### src/rtl/slot_gpio_bank.sv
// slot_gpio_bank: per-slot GPIO/IRQ register bank; bus_* register port in, bus_rdata/bus_rvalid out, pad_i in, pad_o/pad_oe/irq out
module slot_gpio_bank #(
  parameter int SLOTS       = 2,
  parameter int WIDTH       = 8,
  parameter int ADDR_W      = 7,
  parameter int DATA_W      = 16,
  parameter int SYNC_STAGES = 2
) (
  input  logic                   sys_clk,
  input  logic                   rst,
  input  logic [ADDR_W-1:0]      bus_addr,
  input  logic [DATA_W-1:0]      bus_wdata,
  input  logic                   bus_we,
  input  logic                   bus_re,
  output logic [DATA_W-1:0]      bus_rdata,
  output logic                   bus_rvalid,
  input  logic [SLOTS*WIDTH-1:0] pad_i,
  output logic [SLOTS*WIDTH-1:0] pad_o,
  output logic [SLOTS*WIDTH-1:0] pad_oe,
  output logic                   irq
);
  localparam int N  = SLOTS * WIDTH;
  localparam int SW = SLOTS > 1 ? $clog2(SLOTS) : 1;
  localparam int AW = $clog2(SYNC_STAGES + 2);
  logic [N-1:0] out_q, dir_q, mask_q, rise_q, fall_q, status_q, p_q;
  logic [N-1:0] sync_q [SYNC_STAGES];
  logic [N-1:0] s, set, clr, wsel, wbits, rd_sel;
  logic [AW-1:0] arm_q;
  logic armed, in_range, wr, unused_ok;
  logic [2:0] kind;
  logic [SW-1:0] slot;
  logic [WIDTH-1:0] rd_bits;
  int sh;
  assign unused_ok = ^bus_wdata;
  assign in_range = int'(bus_addr) < SLOTS * 8;
  assign kind = 3'(int'(bus_addr) / SLOTS);
  assign slot = SW'(int'(bus_addr) % SLOTS);
  assign sh = int'(slot) * WIDTH;
  assign wr = bus_we & in_range;
  assign wsel = N'({WIDTH{1'b1}}) << sh;
  assign wbits = N'(bus_wdata[WIDTH-1:0]) << sh;
  assign s = sync_q[SYNC_STAGES-1];
  assign armed = arm_q == AW'(SYNC_STAGES + 1);
  assign set = armed ? ((s & ~p_q & rise_q) | (~s & p_q & fall_q)) : '0;
  assign clr = (wr && kind == 3'd5) ? wbits : '0;
  assign pad_o = out_q;
  assign pad_oe = dir_q;
  assign rd_sel = kind == 3'd0 ? out_q :
                  kind == 3'd1 ? s :
                  kind == 3'd2 ? dir_q :
                  kind == 3'd3 ? status_q :
                  kind == 3'd4 ? mask_q :
                  kind == 3'd6 ? rise_q :
                  kind == 3'd7 ? fall_q : '0;
  assign rd_bits = in_range ? WIDTH'(rd_sel >> sh) : '0;
  function automatic logic [N-1:0] upd(input logic [N-1:0] q, input logic [2:0] k);
    return (wr && kind == k) ? ((q & ~wsel) | wbits) : q;
  endfunction
  always_ff @(posedge sys_clk) begin
    if (rst) begin
      out_q <= '0;
      dir_q <= '0;
      mask_q <= '0;
      rise_q <= '1;
      fall_q <= '0;
      status_q <= '0;
      p_q <= '0;
      arm_q <= '0;
      irq <= 1'b0;
      bus_rdata <= '0;
      bus_rvalid <= 1'b0;
      for (int i = 0; i < SYNC_STAGES; i++) sync_q[i] <= '0;
    end else begin
      out_q <= upd(out_q, 3'd0);
      dir_q <= upd(dir_q, 3'd2);
      mask_q <= upd(mask_q, 3'd4);
      rise_q <= upd(rise_q, 3'd6);
      fall_q <= upd(fall_q, 3'd7);
      status_q <= (status_q & ~clr) | set;
      p_q <= s;
      arm_q <= armed ? arm_q : arm_q + 1'b1;
      irq <= |(status_q & mask_q);
      bus_rvalid <= bus_re;
      if (bus_re) bus_rdata <= DATA_W'(rd_bits);
      sync_q[0] <= pad_i;
      for (int i = 1; i < SYNC_STAGES; i++) sync_q[i] <= sync_q[i-1];
    end
  end
endmodule

### config.mk
export PLATFORM = sky130hd
export DESIGN_NAME = slot_gpio_bank
export DESIGN_NICKNAME = d
export VERILOG_FILES = /design/src/rtl/slot_gpio_bank.sv
export SDC_FILE = /design/constraint.sdc
export NUM_CORES = 1
export LEC_CHECK = 0
export ABC_AREA = 1
export CELL_PAD_IN_SITES_DETAIL_PLACEMENT = 0
export CELL_PAD_IN_SITES_GLOBAL_PLACEMENT = 2
export CORE_ASPECT_RATIO = 2
export CORE_MARGIN = 2
export CORE_UTILIZATION = 33
export DETAILED_ROUTE_END_ITERATION = 8
export PLACE_DENSITY = 0.91
export SLEW_MARGIN = 20
export SYNTH_ARGS = -nofsm -noshare
export SYNTH_HDL_FRONTEND = slang
export SYNTH_SLANG_ARGS = --single-unit
### constraint.sdc
create_clock -name sys_clk -period 4.35 [get_ports sys_clk]
set_input_delay 0.87 -clock sys_clk [delete_from_list [all_inputs] [get_ports sys_clk]]
set_output_delay 0.87 -clock sys_clk [all_outputs]
set_load 0.03 [all_outputs]
## After elaboration in Yosys (flattened, before gate mapping)

Memory sizes are Yosys's and may differ from the RTL's.
Cells that the tools add are included.

| operators by class | value |
|---|---|
| add/subtract/negate cells | 1 |
| magnitude comparators | 1 |
| equality and inequality tests | 8 |
| shift-type cells | 3 |
| muxes and demuxes | 15 |
| bitwise operators | 25 |
| reduce and logical (&&, ||, !) cells | 8 |

Operator list:

| kind | number |
|---|---|
| $and 16x16->16 | 11 |
| $mux 16 | 11 |
| $or 16x16->16 | 7 |
| $not 16->16 | 4 |
| $reduce_or 16->1 | 1 |
| $shl 8x4->16 | 1 |
| $shl 8x4->16 const A | 1 |
| $shr 16x4->8 | 1 |
| $eq 3x3->1 const B | 4 |
| $mux 8 | 1 |
| $lt 7x5->1 const B | 1 |
| $eq 3x2->1 const B | 2 |
| $logic_and 1x1->1 | 6 |
| $eq 3x1->1 const B | 1 |
| $logic_not 3->1 | 1 |
| $mux 1 | 3 |
| $add 2x1->2 const B | 1 |
| $eq 2x2->1 const B | 1 |
| $or 1x1->1 | 2 |
| $and 1x1->1 | 1 |

| storage, ports and cells | value |
|---|---|
| register bits | 124 |
| RAM bits | 32 |
| bits of input ports | 43 |
| output and inout bits | 50 |
| logic and storage cells | 73 |
| memories kept | 1 |

Memory list:

| memory | depth | width | read ports | clocked after memory_dff | write ports | line | text |
|---|---|---|---|---|---|---|---|
| sync_q | 2 | 16 | 2 | 0 | 2 | 26 | `logic [N-1:0] sync_q [SYNC_STAGES];` |

## Longest topological paths before layout

Gate-level depths: netlist of run 1.

| logic depth | value |
|---|---|
| word-level depth | 10 |
| mapped depth | 10 |
| depth with buffers taken out | 10 |

## Worst setup path after synthesis of run 1

No wires, ideal clock.

| timing | value |
|---|---|
| kind | input to register |
| start point | in bus_addr[0] |
| end point | reg status_q[6] |
| setup time | 0.132 ns |
| data arrival time | 1.954 ns |
| data required time | 4.218 ns |
| setup slack | 2.263 ns |
| stages on the path | 7 |
| path buffers | 3 |
| cell sequence | clkbuf_1 -> inv_1 -> clkbuf_1 -> buf_1 -> nand2_1 -> o21ai_0 -> a21oi_1 |

| on the way | value |
|---|---|
| longest elaborated chain between the ends | 7 |
| elaborated cells on any way between the ends | 8 |
| those cells by class | order compare (1); shift (1); mux (1); bitwise (4); reduce/logical (1) |

RTL lines:

| what | line | text |
|---|---|---|
| from (decl) | 11 | `input logic [ADDR_W-1:0] bus_addr,` |
| $lt 7x5->1 | 35 | `assign in_range = int'(bus_addr) < SLOTS * 8;` |
| $and 1x1->1 | 39 | `assign wr = bus_we & in_range;` |
| $logic_and 1x1->1 | 45 | `assign clr = (wr && kind == 3'd5) ? wbits : '0;` |
| $mux 16 * | 45 |  |
| $not 16->16 * | 79 | `status_q <= (status_q & ~clr) \| set;` |
| $and 16x16->16 * | 79 |  |
| $or 16x16->16 * | 79 |  |
| to (signal assigned) | 79 |  |
| to (decl) | 25 | `logic [N-1:0] out_q, dir_q, mask_q, rise_q, fall_q, status_q, p_q;` |

Mark *: on every way between the ends. The rest lies on a longest branch, timed or not.
A chain may end at the register's enable or synchronous reset.

## Worst setup path in the final report of run 1

| timing | value |
|---|---|
| start point | in bus_addr[2] |
| end point | reg bus_rdata[2] |

| on the way | value |
|---|---|
| longest elaborated chain between the ends | 10 |
| elaborated cells on any way between the ends | 17 |
| those cells by class | order compare (1); eq/ne (6); shift (1); mux (8); reduce/logical (1) |

RTL lines:

| what | line | text |
|---|---|---|
| $eq 3x3->1 | 54 | `kind == 3'd7 ? fall_q : '0;` |
| $mux 16 | 54 |  |
| $mux 16 | 53 | `kind == 3'd6 ? rise_q :` |
| $mux 16 | 52 | `kind == 3'd4 ? mask_q :` |
| $mux 16 | 51 | `kind == 3'd3 ? status_q :` |
| $mux 16 | 50 | `kind == 3'd2 ? dir_q :` |
| $mux 16 | 49 | `kind == 3'd1 ? s :` |
| $mux 16 | 48 | `assign rd_sel = kind == 3'd0 ? out_q :` |
| $shr 16x4->8 | 55 | `assign rd_bits = in_range ? WIDTH'(rd_sel >> sh) : '0;` |
| $mux 8 * | 55 |  |
| to (signal assigned) | 84 | `if (bus_re) bus_rdata <= DATA_W'(rd_bits);` |
| to (decl) | 15 | `output logic [DATA_W-1:0] bus_rdata,` |

Marks and branches as above.

==> results of run 1 <==
==> cells in the final DEF (no fill, tap or decap), types with 3 or more instances in the layout <==
cell type        synthesis  layout
conb_1                   1       8
nand3_1                 63      63
clkdlybuf4s50_1          0      75
inv_1                  102     102
o21bai_1                 3       3
or2_2                    5       5
o31ai_1                 12      12
nand4_1                 33      33
dfxtp_1                156     156
clkinvlp_4               0       4
o21ai_0                 89      89
clkbuf_16                0      17
clkinv_4                 0       3
o211ai_1                 4       4
nand3b_1                 4       4
nor2_1                 153     153
nand2_1                151     151
a221oi_1                 4       4
buf_4                   12      14
a21oi_1                 66      66
inv_2                    5       5
o221ai_1                12      12
==> through the flow <==
step / area, sq um / total power, mW
after floorplan: 6780 / 1.68
after global placement: 7670 / 1.79
after detailed placement: 7670 / 1.79
after CTS: 8260 / 3.28
after global routing: 8260 / 3.37
final: 8260 / 3.24
==> cells in the mapped netlist <==
master / number / area share [%]
clkinv_1: 1 / 0.056
or2_2: 5 / 0.46
a21oi_1: 66 / 4.9
nor3_4: 1 / 0.24
or3_4: 1 / 0.17
nand2_1: 151 / 8.4
nand3b_1: 4 / 0.44
buf_4: 12 / 1.3
a41oi_1: 1 / 0.13
nand3_1: 63 / 4.7
conb_1: 1 / 0.056
ha_1: 1 / 0.19
xor2_1: 1 / 0.13
nand4_1: 33 / 3.1
nand2_2: 1 / 0.093
nand3_4: 1 / 0.26
buf_1: 11 / 0.61
o31ai_1: 12 / 1.3
inv_2: 5 / 0.28
clkbuf_1: 28 / 1.6
a221oi_1: 4 / 0.52
nor2_4: 1 / 0.17
nor4_1: 1 / 0.093
nor2_1: 153 / 8.5
dfxtp_1: 156 / 46
inv_1: 102 / 5.7
o211ai_1: 4 / 0.44
o221ai_1: 12 / 1.6
o21ai_0: 89 / 6.6
buf_2: 14 / 1.0
nor3_1: 1 / 0.074
nor4_4: 1 / 0.31
o21bai_1: 3 / 0.33
o21ai_1: 2 / 0.15
==> power breakdown <==
part | switching (mW) | total [mW] | internal [mW]
Sequential | 0.0170 | 1.48 | 1.46
Clock | 0.617 | 1.48 | 0.865
Combinational | 0.194 | 0.283 | 0.0899
Total | 0.828 | 3.24 | 2.41
==> worst paths after layout <==
kind                                 from                   endpoint  slack [ps]
hold / removal    sync_q[0][6]$_SDFF_PP0_   sync_q[0][22]$_SDFF_PP0_         400
setup / recovery              bus_addr[2]  bus_rdata[2]$_SDFFE_PP0P_        1310
setup reg to reg    arm_q[0]$_SDFFE_PP0N_     status_q[9]$_SDFF_PP0_        2740
hold reg to reg   sync_q[0][6]$_SDFF_PP0_   sync_q[0][22]$_SDFF_PP0_         400
==> layout make-up <==
class                      count  area [sq um]
tap                          266           333
timing repair buffer          90           861
clock buffer                  20           447
multi-input combinational    620          2950
sequential                   156          3120
fill                        2105         12000
clock inverter                12           139
inverter                     108           405
==> tightest hold or removal path: stages (launching register included) <==
cell and delay (ps):
dfxtp_1 300, inv_1 40, nor2_1 30
==> logic make-up (layout without fill, tap and decap cells) <==
kind of cell               count (synthesis)  in the layout  share of synthesized area [%]
DFF                                      156            156                           46.2
AOI/OAI and AO/OA                        193            193                           15.9
adders and majority gates                  1              1                          0.185
other                                      1              8                         0.0555
xor gates and xnor gates                   1              1                          0.130
and+or+nand+nor                          417            417                           26.9
buffers and inverters                    173            230                           10.5
==> metal layers <==
metal / routed length, microns / global-route usage [%] / vias up
li1: - / - / 3162
met1: 8530 / 22.4 / 2862
met2: 11500 / 37.7 / 216
met3: 893 / 2.81 / 55
met4: 1130 / 12.5 / 0
met5: 0 / 0 / -
==> results.json, run 1 <==
{
  "final_util_pct": 40.7,
  "wl_microns": 22100,
  "layout.nets": 1037,
  "fp.dieW_microns": 105,
  "crit_type": "primary input to flop",
  "gp_congestion": 0.878,
  "grt_pass1_vias": 5823,
  "drt-pass1-iter-count": 5,
  "hold_viol": 0,
  "cts-hold-fix-buffers": 0,
  "crit_path_max_incr_delay_ps": 560,
  "netlist_area_sq_um": 6760,
  "timing.final.ws_setup_ps": 1310,
  "worst-path-stages": 11,
  "worst_hold_path_type": "flop to flop",
  "finalSetupTns_ps": 0,
  "clock-sinks": 156,
  "p_per_area_nw_per_um2": 393,
  "whs_ps": 401,
  "ant_nets": 0,
  "fin_skew_ps": 7.87,
  "final_cells": 1272,
  "gr-total-overflow": 0,
  "antenna-diode-count": 0,
  "maxSlewViolCount": 0,
  "dp_cells": 1240,
  "grt_max_degree": 80,
  "rsz0062_at_grt": "no",
  "crit_path_end_kind": "flop",
  "drive_gt1_share_pct": 6.06,
  "drt_first_iter_violations": 427,
  "dpl_worst_slack_ps": 909,
  "initial_core_util_pct": 33.3,
  "cts_resized": 0,
  "dieArea_sq_um": 21700,
  "vdd_drop_max_mv": 0.206,
  "period_needed_ps": 3040,
  "cp-start-kind": "primary input",
  "vias": 6295,
  "p_leak_nw": 3.32,
  "worstPathCellList": "clkdlybuf4s50_1, buf_4, nor2_1, nand2_1, or2_2, nand2_1, nand3_1, nand2_1, nand2_1, nand3_1, a21oi_1",
  "wire_per_inst_microns": 17.3,
  "synth_cell_types": 34,
  "grt_pass1_wl_microns": 33800,
  "post-route-drc-count": 0,
  "crit_slowest_cell": "clkdlybuf4s50_1",
  "core_area_sq_um": 20300,
  "via_per_inst": 4.95,
  "cp.buffers_inverters": 2,
  "die_y_microns": 206,
  "critPathArrivalTime_ps": 3310,
  "worstPathRequired_ps": 4620,
  "hpwl_microns": 15700,
  "yosys_warnings": 0,
  "fp-row-count": 74,
  "slew_headroom_pct": 33.6,
  "critPathTopFamily": "simple AND/OR/NAND/NOR gates",
  "finalCritPeriodShare_pct": 69.9,
  "cts_setup_buffers": 0,
  "cts_tree": "yes",
  "ios": 93,
  "cp_max_fo": 18,
  "max_cap_violations": 0,
  "clk_latency_ps": 430,
  "whs_path_depth": 2,
  "grt_usage_pct": 20.7,
  "r2r_cells": 3,
  "yosysSeqAreaShare_pct": 46.2,
  "finalSetupViolations": 0,
  "antenna_found_initial": 0,
  "htreeDepth": 4,
  "io_buffer_count": 76,
  "root_buffer": "clkbuf_16",
  "syn_avg_cell_area_sq_um": 7.17,
  "status": "finished clean",
  "synth_seq_cells": 156,
  "synthCells": 942,
  "max_freq_ghz": 0.329,
  "crit_top_cell": "nand2_1",
  "worstMarginPinSlew_ps": 995,
  "cts_max_path_buffers": 2,
  "area_growth_pct": 22.2,
  "clk_pin_slew_ps": 60,
  "cts_made_buffers": 17
}
Power figures use the tool's default switching activity.
==> run 2: changes to the inputs <==
--- a/config.mk
+++ b/config.mk
@@ -10,9 +10,9 @@
 export CELL_PAD_IN_SITES_GLOBAL_PLACEMENT = 2
 export CORE_ASPECT_RATIO = 2
 export CORE_MARGIN = 2
-export CORE_UTILIZATION = 33
+export CORE_UTILIZATION = 28
 export DETAILED_ROUTE_END_ITERATION = 8
-export PLACE_DENSITY = 0.91
+export PLACE_DENSITY = 0.83
 export SLEW_MARGIN = 20
 export SYNTH_ARGS = -nofsm -noshare
 export SYNTH_HDL_FRONTEND = slang
==> constraint.sdc (replaced) <==
create_clock -name sys_clk -period 2.5 [get_ports sys_clk]
set_input_delay 0.5 -clock sys_clk [delete_from_list [all_inputs] [get_ports sys_clk]]
set_output_delay 0.5 -clock sys_clk [all_outputs]
set_load 0.03 [all_outputs]
==> run 2 against run 1 <==
Global-route usage shrank 1.6 points. Via count grew 1.5%. Wire length grew 7.0%. Critical path depth shrank 2. Flip-flop and latch count is the same. First-iteration DRC count grew 16%. Count of clock-buffer cells in the layout grew 1. Power grew 89%. Non-clock buffer count grew 50. Clock skew grew 1.6 ps. Worst setup slack lost 880 ps. Final cell count grew 5.6%. Largest cell class unchanged. Highest routed layer unchanged.
==> results.json, run 2 (synthesized netlist as in run 1, its figures left out) <==
{
  "whs_ps": 395,
  "initial_core_util_pct": 28.4,
  "dp_cells": 1311,
  "worst_hold_path_type": "flop to flop",
  "grt_pass1_wl_microns": 36100,
  "die_y_microns": 224,
  "maxSlewViolCount": 0,
  "cts_made_buffers": 17,
  "io_buffer_count": 76,
  "ios": 93,
  "worstPathCellList": "clkdlybuf4s50_1, inv_1, nand3_1, buf_4, o21ai_0, o21ai_0, nand4_1, nand3_1, a21oi_1",
  "fillerInstances": 2569,
  "cts-hold-fix-buffers": 0,
  "rsz0062_at_grt": "no",
  "antenna-diode-count": 0,
  "drive_gt1_share_pct": 10.7,
  "final_cell_mix": "156 x dfxtp_1, 153 x nor2_1, 151 x nand2_1",
  "drt-pass1-iter-count": 5,
  "antenna_found_initial": 0,
  "cts_setup_buffers": 0,
  "final_cells": 1343,
  "crit_path_end_kind": "flop",
  "mostFrequentLayoutCell": "dfxtp_1",
  "worstMarginPinSlew_ps": 576,
  "via_per_inst": 4.76,
  "p_per_area_nw_per_um2": 692,
  "grt_usage_pct": 19.1,
  "period_needed_ps": 2080,
  "gp_congestion": 0.890,
  "root_buffer": "clkbuf_16",
  "crit_slowest_cell": "clkdlybuf4s50_1",
  "layout.nets": 1087,
  "finalSetupViolations": 0,
  "vdd_drop_max_mv": 0.450,
  "clk_pin_slew_ps": 70,
  "post-route-drc-count": 0,
  "htreeDepth": 4,
  "worstPathRequired_ps": 2870,
  "fp-row-count": 80,
  "hold_viol": 0,
  "vias": 6391,
  "p_leak_nw": 3.65,
  "status": "finished clean",
  "cts_max_path_buffers": 2,
  "finalPower_mw": 6.11,
  "critPathArrivalTime_ps": 2440,
  "gr-total-overflow": 0,
  "clk_latency_ps": 440,
  "ff_latch_area_sq_um": 3120,
  "finalCritPeriodShare_pct": 83.0,
  "ant_nets": 0,
  "cts_tree": "yes",
  "area_growth_pct": 30.9,
  "cp-start-kind": "primary input",
  "slew_headroom_pct": 61.5,
  "core_area_sq_um": 23800,
  "fp.dieW_microns": 114,
  "dieArea_sq_um": 25500,
  "finalSetupTns_ps": 0,
  "crit_type": "primary input to flop",
  "wl_microns": 23600,
  "hpwl_microns": 17400,
  "crit_path_max_incr_delay_ps": 510,
  "wire_per_inst_microns": 17.6,
  "cp_max_fo": 4,
  "grt_pass1_vias": 6263,
  "drt_first_iter_violations": 495,
  "clock-sinks": 156,
  "cts_resized": 0,
  "grt_max_degree": 80,
  "max_freq_ghz": 0.482,
  "fin_skew_ps": 9.42,
  "max_cap_violations": 0,
  "multi_input_comb_area_sq_um": 2950
}
## run 2: final cells by class
| type | instances | share of cell area [%] |
|---|---|---|
| clock buffer | 21 | 5.43 |
| sequential | 156 | 35.3 |
| inverter | 108 | 4.59 |
| clock inverter | 11 | 2.28 |
| multi-input combinational | 620 | 33.3 |
| timing repair buffer | 140 | 15.0 |
| tap | 287 | 4.06 |
## run 2: where the power goes
part / switching (mW) / internal (mW)
Sequential: 0.0306 / 2.54
Clock: 1.09 / 1.89
Combinational: 0.351 / 0.204
## run 2: stage by stage
stage          worst slack [ps]  area [sq um]  util (%)
4_1_cts                     408          8840      37.1
3_3_place_gp              -6.56          8160      34.2
6_report                    425          8840      37.1
3_5_place_dp               25.8          8160      34.2
2_1_floorplan               783          6780         -
5_1_grt                     296          8840      37.1
## run 2: path summary, 6_finish.rpt
kind                           start                   endpoint  slack [ps]  cells past startpoint
max                      bus_addr[1]  bus_rdata[6]$_SDFFE_PP0P_         420                      9
min          sync_q[0][0]$_SDFF_PP0_   sync_q[0][16]$_SDFF_PP0_         390                      2
max reg2reg                     flop  bus_rdata[2]$_SDFFE_PP0P_        1150                      7
min reg2reg  sync_q[0][0]$_SDFF_PP0_   sync_q[0][16]$_SDFF_PP0_         390                      2
## run 2: critical path: cells and delay by family
family	cells	cell delay, ps
buffers and inverters	3	950
AOI/OAI and AO/OA	3	490
and+or+nand+nor	3	500
## run 2: routing by layer
layer	routed length, microns	GRT usage, %	part of all wire (%)	vias up
met4	1130	10.1	4.8	0
met2	12500	34.8	53	161
met1	9260	20.6	39	2924
li1	-	-	-	3262
met5	0	0	0	-
met3	704	3.57	3.0	44
==> run 3: changes to the inputs <==
==> constraint.sdc (replaced) <==
create_clock -name sys_clk -period 1.9 [get_ports sys_clk]
set_input_delay 0.38 -clock sys_clk [delete_from_list [all_inputs] [get_ports sys_clk]]
set_output_delay 0.38 -clock sys_clk [all_outputs]
set_load 0.03 [all_outputs]
==> run 3 against run 2 <==
Critical endpoint is now pad_oe[9]. Clock skew increased by 6.1 ps. First-iteration DRC count grew 6.3%. Final area increased by 2.2%. Global-route usage is 0.67 points higher. Hold slack gained 4.2 ps. Sequential power is 32% higher. Largest power group unchanged. Combinational power rose by 39%. Clock power is 27% higher. Flip-flop and latch count is the same. Utilization rose by 0.82 points. Sequential share of layout area decreased by 0.76 points. Highest routed layer unchanged.
==> results.json, run 3 (synthesized netlist as in run 1, its figures left out) <==
{
  "cts_tree": "yes",
  "timing.final.ws_setup_ps": 33.6,
  "period_needed_ps": 1870,
  "finalPower_mw": 7.97,
  "via_per_inst": 4.86,
  "crit_slowest_cell": "clkdlybuf4s50_1",
  "drive_gt1_share_pct": 12.0,
  "die_y_microns": 224,
  "htreeDepth": 4,
  "dpl-instance-area_sq_um": 8280,
  "ff_latch_area_sq_um": 3120,
  "fillerInstances": 2495,
  "post-route-drc-count": 0,
  "fp-row-count": 80,
  "grt_max_degree": 80,
  "clk_pin_slew_ps": 60,
  "maxSlewViolCount": 0,
  "antenna-diode-count": 0,
  "critPathArrivalTime_ps": 1490,
  "crit_type": "flop to primary output",
  "core_area_sq_um": 23800,
  "grt_usage_pct": 19.8,
  "drt-pass1-iter-count": 5,
  "grt_pass1_wl_microns": 37400,
  "root_buffer": "clkbuf_16",
  "grt_pass1_vias": 6350,
  "vdd_drop_max_mv": 0.553,
  "finalCritPeriodShare_pct": 98.2,
  "critPathTopFamily": "buffers and inverters",
  "rsz0062_at_grt": "no",
  "p_leak_nw": 4.06,
  "cp.buffers_inverters": 1,
  "max_freq_ghz": 0.536,
  "finalSetupTns_ps": 0,
  "worstPathCellList": "clkdlybuf4s50_1",
  "mostFrequentLayoutCell": "dfxtp_1",
  "final_area_sq_um": 9040,
  "hpwl_microns": 18100,
  "ant_nets": 0,
  "status": "finished clean",
  "cp_max_fo": 3,
  "dieArea_sq_um": 25500,
  "cp-start-kind": "flop",
  "drt_first_iter_violations": 526,
  "cts-hold-fix-buffers": 0,
  "cts_max_path_buffers": 2,
  "fp.dieW_microns": 114,
  "io_buffer_count": 76,
  "worst_hold_path_type": "flop to flop",
  "worstPathRequired_ps": 1520,
  "cts_made_buffers": 17,
  "whs_ps": 399,
  "antenna_found_initial": 0,
  "wire_per_inst_microns": 18.4,
  "initial_core_util_pct": 28.4,
  "vias": 6569,
  "clock-sinks": 156,
  "fin_skew_ps": 15.5,
  "crit_path_max_incr_delay_ps": 690,
  "clk_latency_ps": 450,
  "gr-total-overflow": 0,
  "layout.nets": 1098,
  "finalSetupViolations": 0,
  "wl_microns": 24800,
  "multi_input_comb_area_sq_um": 2990,
  "dpl_worst_slack_ps": -557,
  "final_cell_mix": "156 x dfxtp_1, 151 x nor2_1, 148 x nand2_1",
  "ios": 93,
  "area_growth_pct": 33.7,
  "gp_congestion": 0.925,
  "crit_path_end_kind": "primary output",
  "p_per_area_nw_per_um2": 882,
  "hold_viol": 0,
  "max_cap_violations": 0
}
run 3: cell types whose count changed in the layout (fill, tap and decap cells not counted), sizes merged:
cell	delta
clkdlybuf4s50	-32
dlygate4sd2	+16
dlymetal6s2s	+16
buf	+10
inv	-2
clkbuf	+1
or3	+1
run 3: power by group:
group	switching (mW)	total, mW	internal, mW
clock	1.41	3.81	2.40
combinational	0.479	0.773	0.294
sequential	0.0416	3.38	3.34
total	1.93	7.97	6.04
run 3: layout make-up:
type                       instances  area share (%)
sequential                       156            34.6
tap                              287            3.97
clock inverter                     9            2.04
timing repair buffer             150            16.7
inverter                         108            4.54
clock buffer                      22            5.14
multi-input combinational        621            33.1
run 3: timing repair:
item                       in CTS  in global routing
pin swaps                       0                  2
resized for setup              18                 40
setup buffers                   0                  2
cloned                          0                  1
setup endpoints to repair      33                 78
run 3: final timing paths:
| path | from | to | slack (ps) | cells past startpoint |
|---|---|---|---|---|
| worst max-delay path | flop | pad_oe[9] | 30 | 1 |
| worst min-delay path | sync_q[0][0]$_SDFF_PP0_ | sync_q[0][16]$_SDFF_PP0_ | 400 | 2 |
| worst max register to register | flop | bus_rdata[5]$_SDFFE_PP0P_ | 530 | 7 |
| worst min register to register | sync_q[0][0]$_SDFF_PP0_ | sync_q[0][16]$_SDFF_PP0_ | 400 | 2 |
run 3: layer usage:
metal	global-route usage, %	routed length (microns)
met4	11.8	1530
met1	21.0	9550
met2	36.1	13000
met5	0	0
met3	3.22	765
run 3: per-stage QoR:
stage / util, % / std cells
after CTS: 37.4 / 1350
after global routing: 37.9 / 1353
after floorplan: - / 949
final: 37.9 / 1353
after global placement: 34.8 / 1319
after detailed placement: 34.8 / 1319
